[src/rtl/avl_arb_pkg.sv]
// Shared types for the two-master Avalon-MM arbiter: master identifiers
// and the default tag counter width.
package avl_arb_pkg;

  typedef enum logic {
    ID_ISTR = 1'b0,
    ID_DATA = 1'b1
  } master_id_t;

  localparam int MAX_PENDING_DEF = 4;
  localparam int TAG_CNT_W       = $clog2(MAX_PENDING_DEF) + 1;

endpackage

[src/rtl/i_avl_bus.sv]
// Pipelined Avalon-MM bus bundle; `master` drives commands, `slave` answers.
interface i_avl_bus #(
  parameter int ADDR_W = 32,
  parameter int DATA_W = 32
);
  logic [ADDR_W-1:0]   address;
  logic                read;
  logic                write;
  logic [DATA_W-1:0]   writedata;
  logic [DATA_W/8-1:0] byteenable;
  logic                waitrequest;
  logic [DATA_W-1:0]   readdata;
  logic                readdatavalid;

  modport master (
    output address, read, write, writedata, byteenable,
    input  waitrequest, readdata, readdatavalid
  );

  modport slave (
    input  address, read, write, writedata, byteenable,
    output waitrequest, readdata, readdatavalid
  );
endinterface

[src/rtl/avl_tag_fifo.sv]
// Small synchronous FIFO of master ids; records which master owns each
// outstanding read so responses can be routed back in order.
module avl_tag_fifo
  import avl_arb_pkg::*;
#(
  parameter int DEPTH = 4
) (
  input  logic                   clk,
  input  logic                   rest,
  input  logic                   push,
  input  master_id_t             push_id,
  input  logic                   pop,
  output master_id_t             head,
  output logic                   full,
  output logic                   empty,
  output logic [$clog2(DEPTH):0] count
);

  localparam int PTR_W = $clog2(DEPTH);
  localparam int CNT_W = PTR_W + 1;

  master_id_t       mem [DEPTH];
  logic [PTR_W-1:0] wr_ptr;
  logic [PTR_W-1:0] rd_ptr;
  logic             do_push;
  logic             do_pop;

  assign full    = (count == CNT_W'(DEPTH));
  assign empty   = (count == '0);
  assign do_pop  = pop & ~empty;
  // A pop in the same cycle frees the slot being written.
  assign do_push = push & (~full | do_pop);
  assign head    = mem[rd_ptr];

  always_ff @(posedge clk or negedge rest) begin
    if (!rest) begin
      wr_ptr <= '0;
      rd_ptr <= '0;
      count  <= '0;
    end else begin
      if (do_push) wr_ptr <= wr_ptr + 1'b1;
      if (do_pop)  rd_ptr <= rd_ptr + 1'b1;
      case ({do_push, do_pop})
        2'b10:   count <= count + 1'b1;
        2'b01:   count <= count - 1'b1;
        default: ;
      endcase
    end
  end

  always_ff @(posedge clk) begin
    if (do_push) mem[wr_ptr] <= push_id;
  end

endmodule

[src/rtl/avl_arbiter_2to1.sv]
// Round-robin merge of the instruction and data Avalon-MM masters onto one
// slave port, with in-order read response routing via a tag FIFO.
module avl_arbiter_2to1
  import avl_arb_pkg::*;
#(
  parameter int ADDR_W      = 32,
  parameter int DATA_W      = 32,
  parameter int MAX_PENDING = 4
) (
  input  logic     clk,
  input  logic     rest,
  i_avl_bus.slave  avl_s0,
  i_avl_bus.slave  avl_s1,
  i_avl_bus.master avl_m0,
  output logic     err_orphan
);

  localparam int CNT_W = $clog2(MAX_PENDING) + 1;

  logic                req0;
  logic                req1;
  logic                grant_vld;
  master_id_t          grant;
  logic                lock;
  master_id_t          lock_id;
  master_id_t          last_id;

  logic [ADDR_W-1:0]   sel_addr;
  logic [DATA_W-1:0]   sel_wdata;
  logic [DATA_W/8-1:0] sel_be;
  logic                sel_rd;
  logic                sel_wr;

  logic                read_block;
  logic                stall;
  logic                accept;

  logic                tag_push;
  logic                tag_pop;
  master_id_t          tag_head;
  logic                tag_full;
  logic                tag_empty;
  logic [CNT_W-1:0]    tag_count;

  assign req0 = avl_s0.read | avl_s0.write;
  assign req1 = avl_s1.read | avl_s1.write;

  always_comb begin
    grant_vld = 1'b0;
    grant     = ID_ISTR;
    if (lock) begin
      grant_vld = 1'b1;
      grant     = lock_id;
    end else if (req0 && req1) begin
      grant_vld = 1'b1;
      grant     = (last_id == ID_ISTR) ? ID_DATA : ID_ISTR;
    end else if (req0) begin
      grant_vld = 1'b1;
      grant     = ID_ISTR;
    end else if (req1) begin
      grant_vld = 1'b1;
      grant     = ID_DATA;
    end
  end

  // Idle bus still carries input 0's address/data; only read/write are gated.
  always_comb begin
    sel_addr  = avl_s0.address;
    sel_wdata = avl_s0.writedata;
    sel_be    = avl_s0.byteenable;
    sel_rd    = 1'b0;
    sel_wr    = 1'b0;
    if (grant_vld) begin
      if (grant == ID_DATA) begin
        sel_addr  = avl_s1.address;
        sel_wdata = avl_s1.writedata;
        sel_be    = avl_s1.byteenable;
        sel_rd    = avl_s1.read;
        sel_wr    = avl_s1.write;
      end else begin
        sel_rd    = avl_s0.read;
        sel_wr    = avl_s0.write;
      end
    end
  end

  // Full is taken before any same-cycle pop, keeping readdatavalid off the
  // waitrequest path.
  assign read_block = sel_rd & tag_full;
  assign stall      = avl_m0.waitrequest | read_block;
  assign accept     = (sel_rd | sel_wr) & ~stall;

  assign avl_m0.address    = sel_addr;
  assign avl_m0.writedata  = sel_wdata;
  assign avl_m0.byteenable = sel_be;
  assign avl_m0.read       = sel_rd & ~read_block;
  assign avl_m0.write      = sel_wr;

  assign avl_s0.waitrequest = ~(grant_vld & (grant == ID_ISTR)) | stall;
  assign avl_s1.waitrequest = ~(grant_vld & (grant == ID_DATA)) | stall;

  assign tag_push = accept & sel_rd;
  assign tag_pop  = avl_m0.readdatavalid & ~tag_empty;

  assign avl_s0.readdata      = avl_m0.readdata;
  assign avl_s1.readdata      = avl_m0.readdata;
  assign avl_s0.readdatavalid = tag_pop & (tag_head == ID_ISTR);
  assign avl_s1.readdatavalid = tag_pop & (tag_head == ID_DATA);

  // Lock keeps a stalled command on the bus until it is taken, so the slave
  // never sees it swapped for the other master's command.
  always_ff @(posedge clk or negedge rest) begin
    if (!rest) begin
      lock       <= 1'b0;
      lock_id    <= ID_ISTR;
      last_id    <= ID_DATA;
      err_orphan <= 1'b0;
    end else begin
      lock <= (sel_rd | sel_wr) & stall;
      if ((sel_rd | sel_wr) & stall) lock_id <= grant;
      if (accept) last_id <= grant;
      if (avl_m0.readdatavalid & tag_empty) err_orphan <= 1'b1;
    end
  end

  avl_tag_fifo #(
    .DEPTH (MAX_PENDING)
  ) u_tag_fifo (
    .clk     (clk),
    .rest    (rest),
    .push    (tag_push),
    .push_id (grant),
    .pop     (tag_pop),
    .head    (tag_head),
    .full    (tag_full),
    .empty   (tag_empty),
    .count   (tag_count)
  );

  a_tag_bound: assert property (@(posedge clk) disable iff (!rest)
    tag_count <= CNT_W'(MAX_PENDING));

endmodule

[src/flat_wrapper.sv]
// flat-port wrapper written by rule: the top's interface ports become plain ports
module avl_arbiter_2to1_flat import avl_arb_pkg::*;
#(
  parameter int ADDR_W      = 32,
  parameter int DATA_W      = 32,
  parameter int MAX_PENDING = 4
)
  (clk, rest, err_orphan, avl_s0_address, avl_s0_read, avl_s0_write, avl_s0_writedata, avl_s0_byteenable, avl_s0_waitrequest, avl_s0_readdata, avl_s0_readdatavalid, avl_s1_address, avl_s1_read, avl_s1_write, avl_s1_writedata, avl_s1_byteenable, avl_s1_waitrequest, avl_s1_readdata, avl_s1_readdatavalid, avl_m0_address, avl_m0_read, avl_m0_write, avl_m0_writedata, avl_m0_byteenable, avl_m0_waitrequest, avl_m0_readdata, avl_m0_readdatavalid);
  i_avl_bus #(.ADDR_W(ADDR_W), .DATA_W(DATA_W)) avl_s0_i ();
  i_avl_bus #(.ADDR_W(ADDR_W), .DATA_W(DATA_W)) avl_s1_i ();
  i_avl_bus #(.ADDR_W(ADDR_W), .DATA_W(DATA_W)) avl_m0_i ();
  input  logic clk;
  input  logic rest;
  output logic err_orphan;
  input wire logic [$bits(avl_s0_i.address)-1:0] avl_s0_address;
  input wire logic [$bits(avl_s0_i.read)-1:0] avl_s0_read;
  input wire logic [$bits(avl_s0_i.write)-1:0] avl_s0_write;
  input wire logic [$bits(avl_s0_i.writedata)-1:0] avl_s0_writedata;
  input wire logic [$bits(avl_s0_i.byteenable)-1:0] avl_s0_byteenable;
  output wire logic [$bits(avl_s0_i.waitrequest)-1:0] avl_s0_waitrequest;
  output wire logic [$bits(avl_s0_i.readdata)-1:0] avl_s0_readdata;
  output wire logic [$bits(avl_s0_i.readdatavalid)-1:0] avl_s0_readdatavalid;
  input wire logic [$bits(avl_s1_i.address)-1:0] avl_s1_address;
  input wire logic [$bits(avl_s1_i.read)-1:0] avl_s1_read;
  input wire logic [$bits(avl_s1_i.write)-1:0] avl_s1_write;
  input wire logic [$bits(avl_s1_i.writedata)-1:0] avl_s1_writedata;
  input wire logic [$bits(avl_s1_i.byteenable)-1:0] avl_s1_byteenable;
  output wire logic [$bits(avl_s1_i.waitrequest)-1:0] avl_s1_waitrequest;
  output wire logic [$bits(avl_s1_i.readdata)-1:0] avl_s1_readdata;
  output wire logic [$bits(avl_s1_i.readdatavalid)-1:0] avl_s1_readdatavalid;
  output wire logic [$bits(avl_m0_i.address)-1:0] avl_m0_address;
  output wire logic [$bits(avl_m0_i.read)-1:0] avl_m0_read;
  output wire logic [$bits(avl_m0_i.write)-1:0] avl_m0_write;
  output wire logic [$bits(avl_m0_i.writedata)-1:0] avl_m0_writedata;
  output wire logic [$bits(avl_m0_i.byteenable)-1:0] avl_m0_byteenable;
  input wire logic [$bits(avl_m0_i.waitrequest)-1:0] avl_m0_waitrequest;
  input wire logic [$bits(avl_m0_i.readdata)-1:0] avl_m0_readdata;
  input wire logic [$bits(avl_m0_i.readdatavalid)-1:0] avl_m0_readdatavalid;
  assign avl_s0_i.address = avl_s0_address;
  assign avl_s0_i.read = avl_s0_read;
  assign avl_s0_i.write = avl_s0_write;
  assign avl_s0_i.writedata = avl_s0_writedata;
  assign avl_s0_i.byteenable = avl_s0_byteenable;
  assign avl_s0_waitrequest = avl_s0_i.waitrequest;
  assign avl_s0_readdata = avl_s0_i.readdata;
  assign avl_s0_readdatavalid = avl_s0_i.readdatavalid;
  assign avl_s1_i.address = avl_s1_address;
  assign avl_s1_i.read = avl_s1_read;
  assign avl_s1_i.write = avl_s1_write;
  assign avl_s1_i.writedata = avl_s1_writedata;
  assign avl_s1_i.byteenable = avl_s1_byteenable;
  assign avl_s1_waitrequest = avl_s1_i.waitrequest;
  assign avl_s1_readdata = avl_s1_i.readdata;
  assign avl_s1_readdatavalid = avl_s1_i.readdatavalid;
  assign avl_m0_address = avl_m0_i.address;
  assign avl_m0_read = avl_m0_i.read;
  assign avl_m0_write = avl_m0_i.write;
  assign avl_m0_writedata = avl_m0_i.writedata;
  assign avl_m0_byteenable = avl_m0_i.byteenable;
  assign avl_m0_i.waitrequest = avl_m0_waitrequest;
  assign avl_m0_i.readdata = avl_m0_readdata;
  assign avl_m0_i.readdatavalid = avl_m0_readdatavalid;
  avl_arbiter_2to1 #(.ADDR_W(ADDR_W), .DATA_W(DATA_W), .MAX_PENDING(MAX_PENDING)) u_core (.clk(clk), .rest(rest), .avl_s0(avl_s0_i), .avl_s1(avl_s1_i), .avl_m0(avl_m0_i), .err_orphan(err_orphan));
endmodule
[config.mk]
export PLATFORM = sky130hd
export DESIGN_NAME = avl_arbiter_2to1_flat
export DESIGN_NICKNAME = d
export VERILOG_FILES = /design/src/rtl/avl_arb_pkg.sv /design/src/rtl/i_avl_bus.sv /design/src/rtl/avl_tag_fifo.sv /design/src/rtl/avl_arbiter_2to1.sv /design/src/flat_wrapper.sv
export SDC_FILE = /design/constraint.sdc
export NUM_CORES = 1
export LEC_CHECK = 0
export ABC_CLOCK_PERIOD_IN_PS = 2700
export CORE_AREA = 2 2 124 126
export CTS_BUF_LIST = sky130_fd_sc_hd__clkbuf_16
export DETAILED_ROUTE_END_ITERATION = 16
export DIE_AREA = 0 0 126 128
export GPL_TIMING_DRIVEN = 1
export PLACE_DENSITY = 0.68
export SLEW_MARGIN = 20
export SYNTH_ARGS = -nofsm -noshare
export SYNTH_HDL_FRONTEND = slang
export SYNTH_SLANG_ARGS = --single-unit
[constraint.sdc]
create_clock -name clk -period 2.7 [get_ports clk]
set_input_delay 0.54 -clock clk [delete_from_list [all_inputs] [get_ports clk]]
set_output_delay 0.54 -clock clk [all_outputs]
set_load 0.03 [all_outputs]
==> summary.md, run 1 <==
| Metric | Value |
|---|---|
| Slew HR | `0.639` |
| DR WL/cell | `17.8 µm` |
| Final period util | `0.977` |
| Synth Cell Area | `2390 µm²` |
| Overall power | `4.04 mW` |
| Status | `complete, no violations` |
| DP HPWL | `between 8000 and 9000 µm` |
| CTS tree | `built` |
| Max Fclk | `379 MHz` |
| Share of flip-flops with an asynchronous set or reset | `0.733` |
| Num CTS Buffers | `3` |
| Seq/Total Area, Yosys | `0.166` |
| Initial antenna violation count | `6` |
| Hold Path Stages | `1` |
| Setup_tns | `0 ns` |
| Yosys warning count | `0` |
| Final min period | `2.64 ns` |
| Met1 WL | `4080 µm` |
| Post-synth net total | `398` |
| Post-synthesis cell type count | `34` |
| Max Cap Viol | `0` |
| Via count | `2299` |
| Final non-filler cell area | `roughly 4600 µm²` |
| Clock Path Buffers | `2` |
| Post-synthesis register bit count | `15` |
| Area after DPL | `4380 µm²` |
| CP startpoint kind | `input pin` |
| CP max FO | `14` |
| Gate Count Post-Synth | `about 220` |
| Number of enable flip-flop cells after synthesis | `4` |
| Lkg Pwr | `about 2.1 nW` |
| Synth-to-Final Area Change | `93.6%` |
| Largest net degree at the start of global routing | `15` |
| Starting Density | `0.161` |
| Final nets | `582` |
| First-pass GRT wire length | `14500 µm` |
| Worst-margin pin slew | `0.540 ns` |
| Final hold vios | `0` |
| Final WL | `10500 µm` |
| Fillcell total | `1530` |
| Post-route ant nets | `0` |
| Crit path cell chain | `dlygate4sd2_1 > o21ai_4 > a22o_2 > buf_12 > mux2_4 > dlygate4sd2_1` |
| Most used DFF post-synth | `dfrtp_1` |
| Core ar. | `between 10000 and 15000 µm²` |
| Die area | `16100 µm²` |
| Finish-stage setup viols | `0` |
| Vias in the first global route | `2322` |
| Peak supply drop | `0.000269 V` |
| I/O pins | `315` |
| Setup CP Type | `input pin to primary output` |
| Worst R2R Path Depth | `12` |
| Drt first-iter violations | `51` |
| Share of layout cells above drive strength 1 | `0.401` |
| Initial DRT Pass Iterations | `4` |
| Met2 wire length | `4880 µm` |
| Worst path slowest cell | `dlygate4sd2_1` |
| Crit path DAT | `2.10 ns` |
| Die Span X | `126 µm` |
| Setup Skew | `0.00308 ns` |
| Pwr Density | `873 nW/µm²` |
| Total clock sinks | `15` |
| Die Y | `128 µm` |
| Final core utilization | `0.311` |
| Top Layer Used | `met5` |
| Top cell by count, worst path | `dlygate4sd2_1` |
| Clk root buf | `clkbuf_16` |
| Gr usage total | `0.120` |
| Clock Latency Late Sink | `about 0.24 ns` |
| Worst path max stage delay | `0.35 ns` |
| Min-delay worst type | `flop to flop` |
| Worst Setup End Kind | `primary output` |
| DRC violations left | `0` |
| Congestion Overflow GR | `0` |
| Max Slew Vio Count | `0` |
| IO buf count | `218` |
| GPL Wtd Cong | `~0.74` |
| Met3 WL | `1430 µm` |
| Std-Cell Rows | `45` |
| Mean Syn Cell Area | `~11 µm²` |
| CTS clk-pin slew, worst paths | `approximately 0.050 ns` |
| DR vias/cell | `~3.9` |
| RSZ-0062 raised after global routing | `true` |
| CP required | `2.16 ns` |
| Max H-tree Level | `1` |
-- power by group --
group	switching, mW	total, mW	leakage [nW]	internal, mW
Combinational	1.59	3.32	1.86	1.73
Sequential	0.0956	0.439	0.163	0.343
Clock	0.0848	0.280	0.0423	0.196
-- cell families (layout without fill, tap and decap cells) --
group | Yosys count | in the layout | share of synthesized area
and+or+nand+nor | 23 | 23 | 0.0503
buffers and inverters | 81 | 263 | 0.250
AOI/OAI and AO/OA | 12 | 13 | 0.0419
xor gates and xnor gates | 6 | 6 | 0.0220
other | 0 | 2 | 0
adders and majority gates | 6 | 6 | 0.0346
muxes | 73 | 73 | 0.435
DFF | 15 | 15 | 0.166
-- metal layers --
| metal | track usage | vias to the layer above |
|---|---|---|
| met5 | 0 | - |
| met1 | 0.137 | 1046 |
| li1 | - | 1052 |
| met2 | 0.195 | 183 |
| met3 | 0.0789 | 12 |
| met4 | 0.0116 | 6 |
-- worst paths after layout --
kind / end / slack [ns] / from
max: avl_m0_writedata[7] / 0.06 / avl_s0_write
min: u_core.err_orphan / 0.46 / u_core.err_orphan
max reg2reg: u_core.u_tag_fifo.count[2] / 0.21 / u_core.last_id
min reg2reg: u_core.err_orphan / 0.46 / u_core.err_orphan
max in group asynchronous: u_core.last_id / 1.68 / rest
min in group asynchronous: u_core.u_tag_fifo.count[2] / 0.65 / rest
-- flip-flops by register name, summed over array words and instances, names as in the netlist --
register	count
u_core.err_orphan	1
u_core.last_id	1
u_core.lock	1
u_core.lock_id	1
u_core.u_tag_fifo.count	3
u_core.u_tag_fifo.mem	4
u_core.u_tag_fifo.rd_ptr	2
u_core.u_tag_fifo.wr_ptr	2
-- final cells by class --
type | count | area [µm²] | share of cell area
Inverter | 9 | 33.8 | 0.00731
Timing Repair Buffer | 250 | 2430 | 0.526
Clock inverter | 1 | 3.75 | 0.000812
Sequential cell | 15 | 397 | 0.0858
Tap cell | 188 | 235 | 0.0509
Multi-Input combinational cell | 121 | 1440 | 0.312
Clock buffer | 3 | 75.1 | 0.0162
Antenna cell | 2 | 5.00 | 0.00108
-- cell usage after synthesis (2+ instances only) --
master / instances / area share
and2_1: 5 / 0.013
xor2_1: 2 / 0.0073
inv_1: 9 / 0.014
dfrtp_1: 10 / 0.10
mux2_2: 16 / 0.075
nor3_1: 2 / 0.0042
edfxtp_1: 4 / 0.050
nor2_1: 5 / 0.0079
o21ai_1: 2 / 0.0042
buf_6: 7 / 0.033
nand2_1: 6 / 0.0094
ha_1: 5 / 0.026
xnor2_1: 4 / 0.015
mux2_4: 55 / 0.35
nand2b_1: 2 / 0.0052
buf_4: 64 / 0.20
-- worst max-delay path, delay by kind of cell --
| kind | cells | cell delay (ns) |
|---|---|---|
| buf+inv | 3 | 0.80 |
| mux | 1 | 0.30 |
| compound gates | 2 | 0.43 |
-- what timing repair did --
action | CTS | global route
setup buffers | 9 | 0
endpoints found under the setup margin | 71 | 10
endpoints found under the hold margin | 0 | 0
hold buffers | 0 | 0
gates cloned | 5 | 0
gates resized for setup | 156 | 13
pin swaps | 4 | 1
-- cells in the final DEF (no fill, tap or decap), types with 3 or more instances in the layout --
cell type        synthesis  final
xnor2_1                  4      4
buf_12                   0      5
dfrtp_1                 10     10
edfxtp_1                 4      4
and2_1                   5      5
mux2_2                  16     14
clkdlybuf4s15_1          0      4
clkbuf_16                0      3
ha_1                     5      5
nor2_1                   5      4
buf_6                    7     12
buf_2                    1     11
clkbuf_2                 0      5
clkdlybuf4s50_1          0    142
mux2_4                  55     57
dlygate4sd2_1            0     29
buf_16                   0      3
inv_1                    9     10
buf_4                   64     38
nand2_1                  6      6
-- metrics by stage --
step                setup slack [ns]  hold slack (ns)  instances
floorplan                      0.437            0.244        216
global placement              -0.446            0.439        570
detailed placement            -0.477            0.452        570
CTS                           0.0122            0.463        587
global route                -0.00246            0.492        588
finish                        0.0610            0.462        589
(Power assumes the default switching activity.)
==> inputs of run 2 (changes only) <==
--- a/config.mk
+++ b/config.mk
@@ -6,12 +6,12 @@
 export NUM_CORES = 1
 export LEC_CHECK = 0
 export ABC_CLOCK_PERIOD_IN_PS = 2700
-export CORE_AREA = 2 2 124 126
+export CORE_AREA = 2 2 121 123
 export CTS_BUF_LIST = sky130_fd_sc_hd__clkbuf_16
 export DETAILED_ROUTE_END_ITERATION = 16
-export DIE_AREA = 0 0 126 128
+export DIE_AREA = 0 0 123 125
 export GPL_TIMING_DRIVEN = 1
-export PLACE_DENSITY = 0.68
+export PLACE_DENSITY = 0.71
 export SLEW_MARGIN = 20
 export SYNTH_ARGS = -nofsm -noshare
 export SYNTH_HDL_FRONTEND = slang
==> summary.md, run 2 (synthesis gave the netlist of run 1 again) <==
| Metric | Value |
|---|---|
| CP startpoint kind | `input pin (unchanged)` |
| Core ar. | `14200 µm² (was 14900 µm²)` |
| Gr usage total | `0.119 (was 0.120)` |
| CTS clk-pin slew, worst paths | `0.05 ns (about the same)` |
| RSZ-0062 raised after global routing | `true (unchanged)` |
| Fillcell total | `1465 (was 1530)` |
| Synth-to-Final Area Change | `85.4% (was 93.6%)` |
| Die area | `15400 µm² (was 16100 µm²)` |
| Lkg Pwr | `1.99 nW (was 2.07 nW)` |
| Peak supply drop | `0.000320 V (was 0.000269 V)` |
| Pwr Density | `859 nW/µm² (was 873 nW/µm²)` |
| Logic pwr share | `0.811 (was 0.822)` |
| Ant diodes | `0 (was 2)` |
| Area taken by multi-input logic gates | `1420 µm² (was 1440 µm²)` |
| Setup_tns | `0 ns (unchanged)` |
| DRC violations left | `0 (unchanged)` |
| Clock power share | `0.074 (was 0.069)` |
| Starting Density | `0.168 (was 0.161)` |
| CP max FO | `4 (was 14)` |
| Clk root buf | `clkbuf_16 (unchanged)` |
| Num CTS Buffers | `3 (unchanged)` |
| Crit path DAT | `2.10 ns (about the same)` |
| Drt first-iter violations | `21 (was 51)` |
| DR WL/cell | `17.0 µm (was 17.8 µm)` |
| Post-route ant nets | `0 (unchanged)` |
| Commonest non-fill, non-tap cells in the layout | `142 x clkdlybuf4s50_1, 55 x mux2_4, 39 x buf_4 (was 142 x clkdlybuf4s50_1, 57 x mux2_4, 38 x buf_4)` |
| Finish-stage setup viols | `0 (unchanged)` |
| Final min period | `2.64 ns (about the same)` |
| CTS tree | `built (unchanged)` |
| I/O pins | `315 (unchanged)` |
| Final WL | `9870 µm (was 10500 µm)` |
| Worst R2R Path Depth | `13 (was 12)` |
| Power share of the sequential group | `0.115 (was 0.109)` |
| Max H-tree Level | `1 (unchanged)` |
| IO buf count | `218 (unchanged)` |
| First-pass GRT wire length | `13600 µm (was 14500 µm)` |
| Worst-margin pin slew | `0.470 ns (was 0.540 ns)` |
| DP HPWL | `8450 µm (was 8630 µm)` |
| Total clock sinks | `15 (unchanged)` |
| Final cell count without fillers | `582 (was 589)` |
| Initial antenna violation count | `0 (was 6)` |
| Fin Hold WS | `0.458 ns (was 0.462 ns)` |
| Max Cap Viol | `0 (unchanged)` |
| Sw Pwr | `1.71 mW (was 1.77 mW)` |
| Area after DPL | `4420 µm² (was 4380 µm²)` |
| DR vias/cell | `3.86 (was 3.90)` |
| Min-delay worst type | `flop to flop (unchanged)` |
| Switching share of power | `0.448 (was 0.438)` |
| Most common cell after layout, fill and taps aside | `clkdlybuf4s50_1 (unchanged)` |
| Final hold vios | `0 (unchanged)` |
| # hold bufs at CTS | `0 (unchanged)` |
| Via count | `2249 (was 2299)` |
| Status | `complete, no violations (unchanged)` |
| Max Fclk | `379 MHz (about the same)` |
| Clock Latency Late Sink | `0.24 ns (about the same)` |
| Setup CP Type | `input pin to primary output (unchanged)` |
| Reg area | `397 µm² (unchanged)` |
| Final core utilization | `0.312 (was 0.311)` |
| Initial DRT Pass Iterations | `4 (unchanged)` |
| Max reg flops | `4 (unchanged)` |
| Hold Path Stages | `1 (unchanged)` |
| Largest registers | `u_core.u_tag_fifo.mem: 4 flops, u_core.u_tag_fifo.count: 3 flops (unchanged)` |
| Die Span X | `123 µm (was 126 µm)` |
| GPL Wtd Cong | `0.793 (was 0.736)` |
| CP required | `2.16 ns (about the same)` |
| Reg with most FFs | `u_core.u_tag_fifo.mem (unchanged)` |
| Final non-filler cell area | `4430 µm² (was 4620 µm²)` |
| Placed cells | `569 (was 570)` |
| Internal power | `2.10 mW (was 2.27 mW)` |
| Worst Setup End Kind | `primary output (unchanged)` |
| Final nets | `581 (was 582)` |
| Share of layout cells above drive strength 1 | `0.455 (was 0.401)` |
| Slew HR | `0.685 (was 0.639)` |
| Largest net degree at the start of global routing | `24 (was 15)` |
| Die Y | `125 µm (was 128 µm)` |
| Vias in the first global route | `2450 (was 2322)` |
| Clock Path Buffers | `2 (unchanged)` |
| Std-Cell Rows | `44 (was 45)` |
| Max Slew Vio Count | `0 (unchanged)` |
| Final period util | `0.978 (was 0.977)` |
| Congestion Overflow GR | `0 (unchanged)` |
| Setup Skew | `0.00182 ns (was 0.00308 ns)` |
run 2: power by group through the flow:
stage | clock network (mW) | registers [mW] | logic, mW
global route | 0.300 | 0.457 | 3.28
CTS | 0.283 | 0.442 | 3.16
finish | 0.281 | 0.437 | 3.09
floorplan | 0 | 0.426 | 2.13
detailed placement | 0 | 0.435 | 3.12
global placement | 0 | 0.428 | 3.07
run 2: metal layers:
layer,up-vias,share of wire,routed length (µm),track usage
li1,1042,-,-,-
met4,0,0.0075,74,0.0221
met1,998,0.33,3290,0.119
met2,203,0.49,4810,0.217
met5,-,0,0,0
met3,6,0.17,1690,0.0661
run 2: cell type report:
| cell class | count | share of cell area |
|---|---|---|
| well taps | 184 | 0.0520 |
| clock buffers | 3 | 0.0170 |
| repair buffers | 249 | 0.511 |
| multi-input cells | 121 | 0.322 |
| clock inverters | 1 | 0.000848 |
| flip-flops and latches | 15 | 0.0896 |
| inverters | 9 | 0.00763 |
run 2: repair_timing:
| item | CTS | global route |
|---|---|---|
| setup buffers | 8 | 0 |
| setup endpoints to repair | 72 | 36 |
| cloned | 2 | 0 |
| gates resized for setup | 196 | 38 |
| pin swaps | 3 | 5 |
run 2: per-stage QoR:
stage | worst slack, ns | power, mW
after detailed placement | -0.490 | 3.56
final | 0.0589 | 3.80
after floorplan | 0.437 | 2.56
after global routing | -0.0473 | 4.04
after CTS | 0.0000491 | 3.89
after global placement | -0.457 | 3.50
run 2: critical path: stages:
cell and delay, ns:
clkdlybuf4s15_1 0.20, nor2_2 0.13, nor2_2 0.06, a22o_4 0.30, buf_16 0.15, buf_4 0.14
mux2_4 0.29, clkdlybuf4s15_2 0.28
run 2: worst paths after layout:
| kind | start | to | slack [ns] |
|---|---|---|---|
| worst min-delay path | u_core.err_orphan | u_core.err_orphan | 0.46 |
| min in group asynchronous | rest | u_core.u_tag_fifo.rd_ptr[0] | 0.62 |
| worst max-delay path | avl_s1_read | avl_m0_writedata[1] | 0.06 |
| worst min register to register | u_core.err_orphan | u_core.err_orphan | 0.46 |
| worst max register to register | u_core.last_id | u_core.u_tag_fifo.count[2] | 0.15 |
| max in group asynchronous | rest | u_core.last_id | 1.73 |
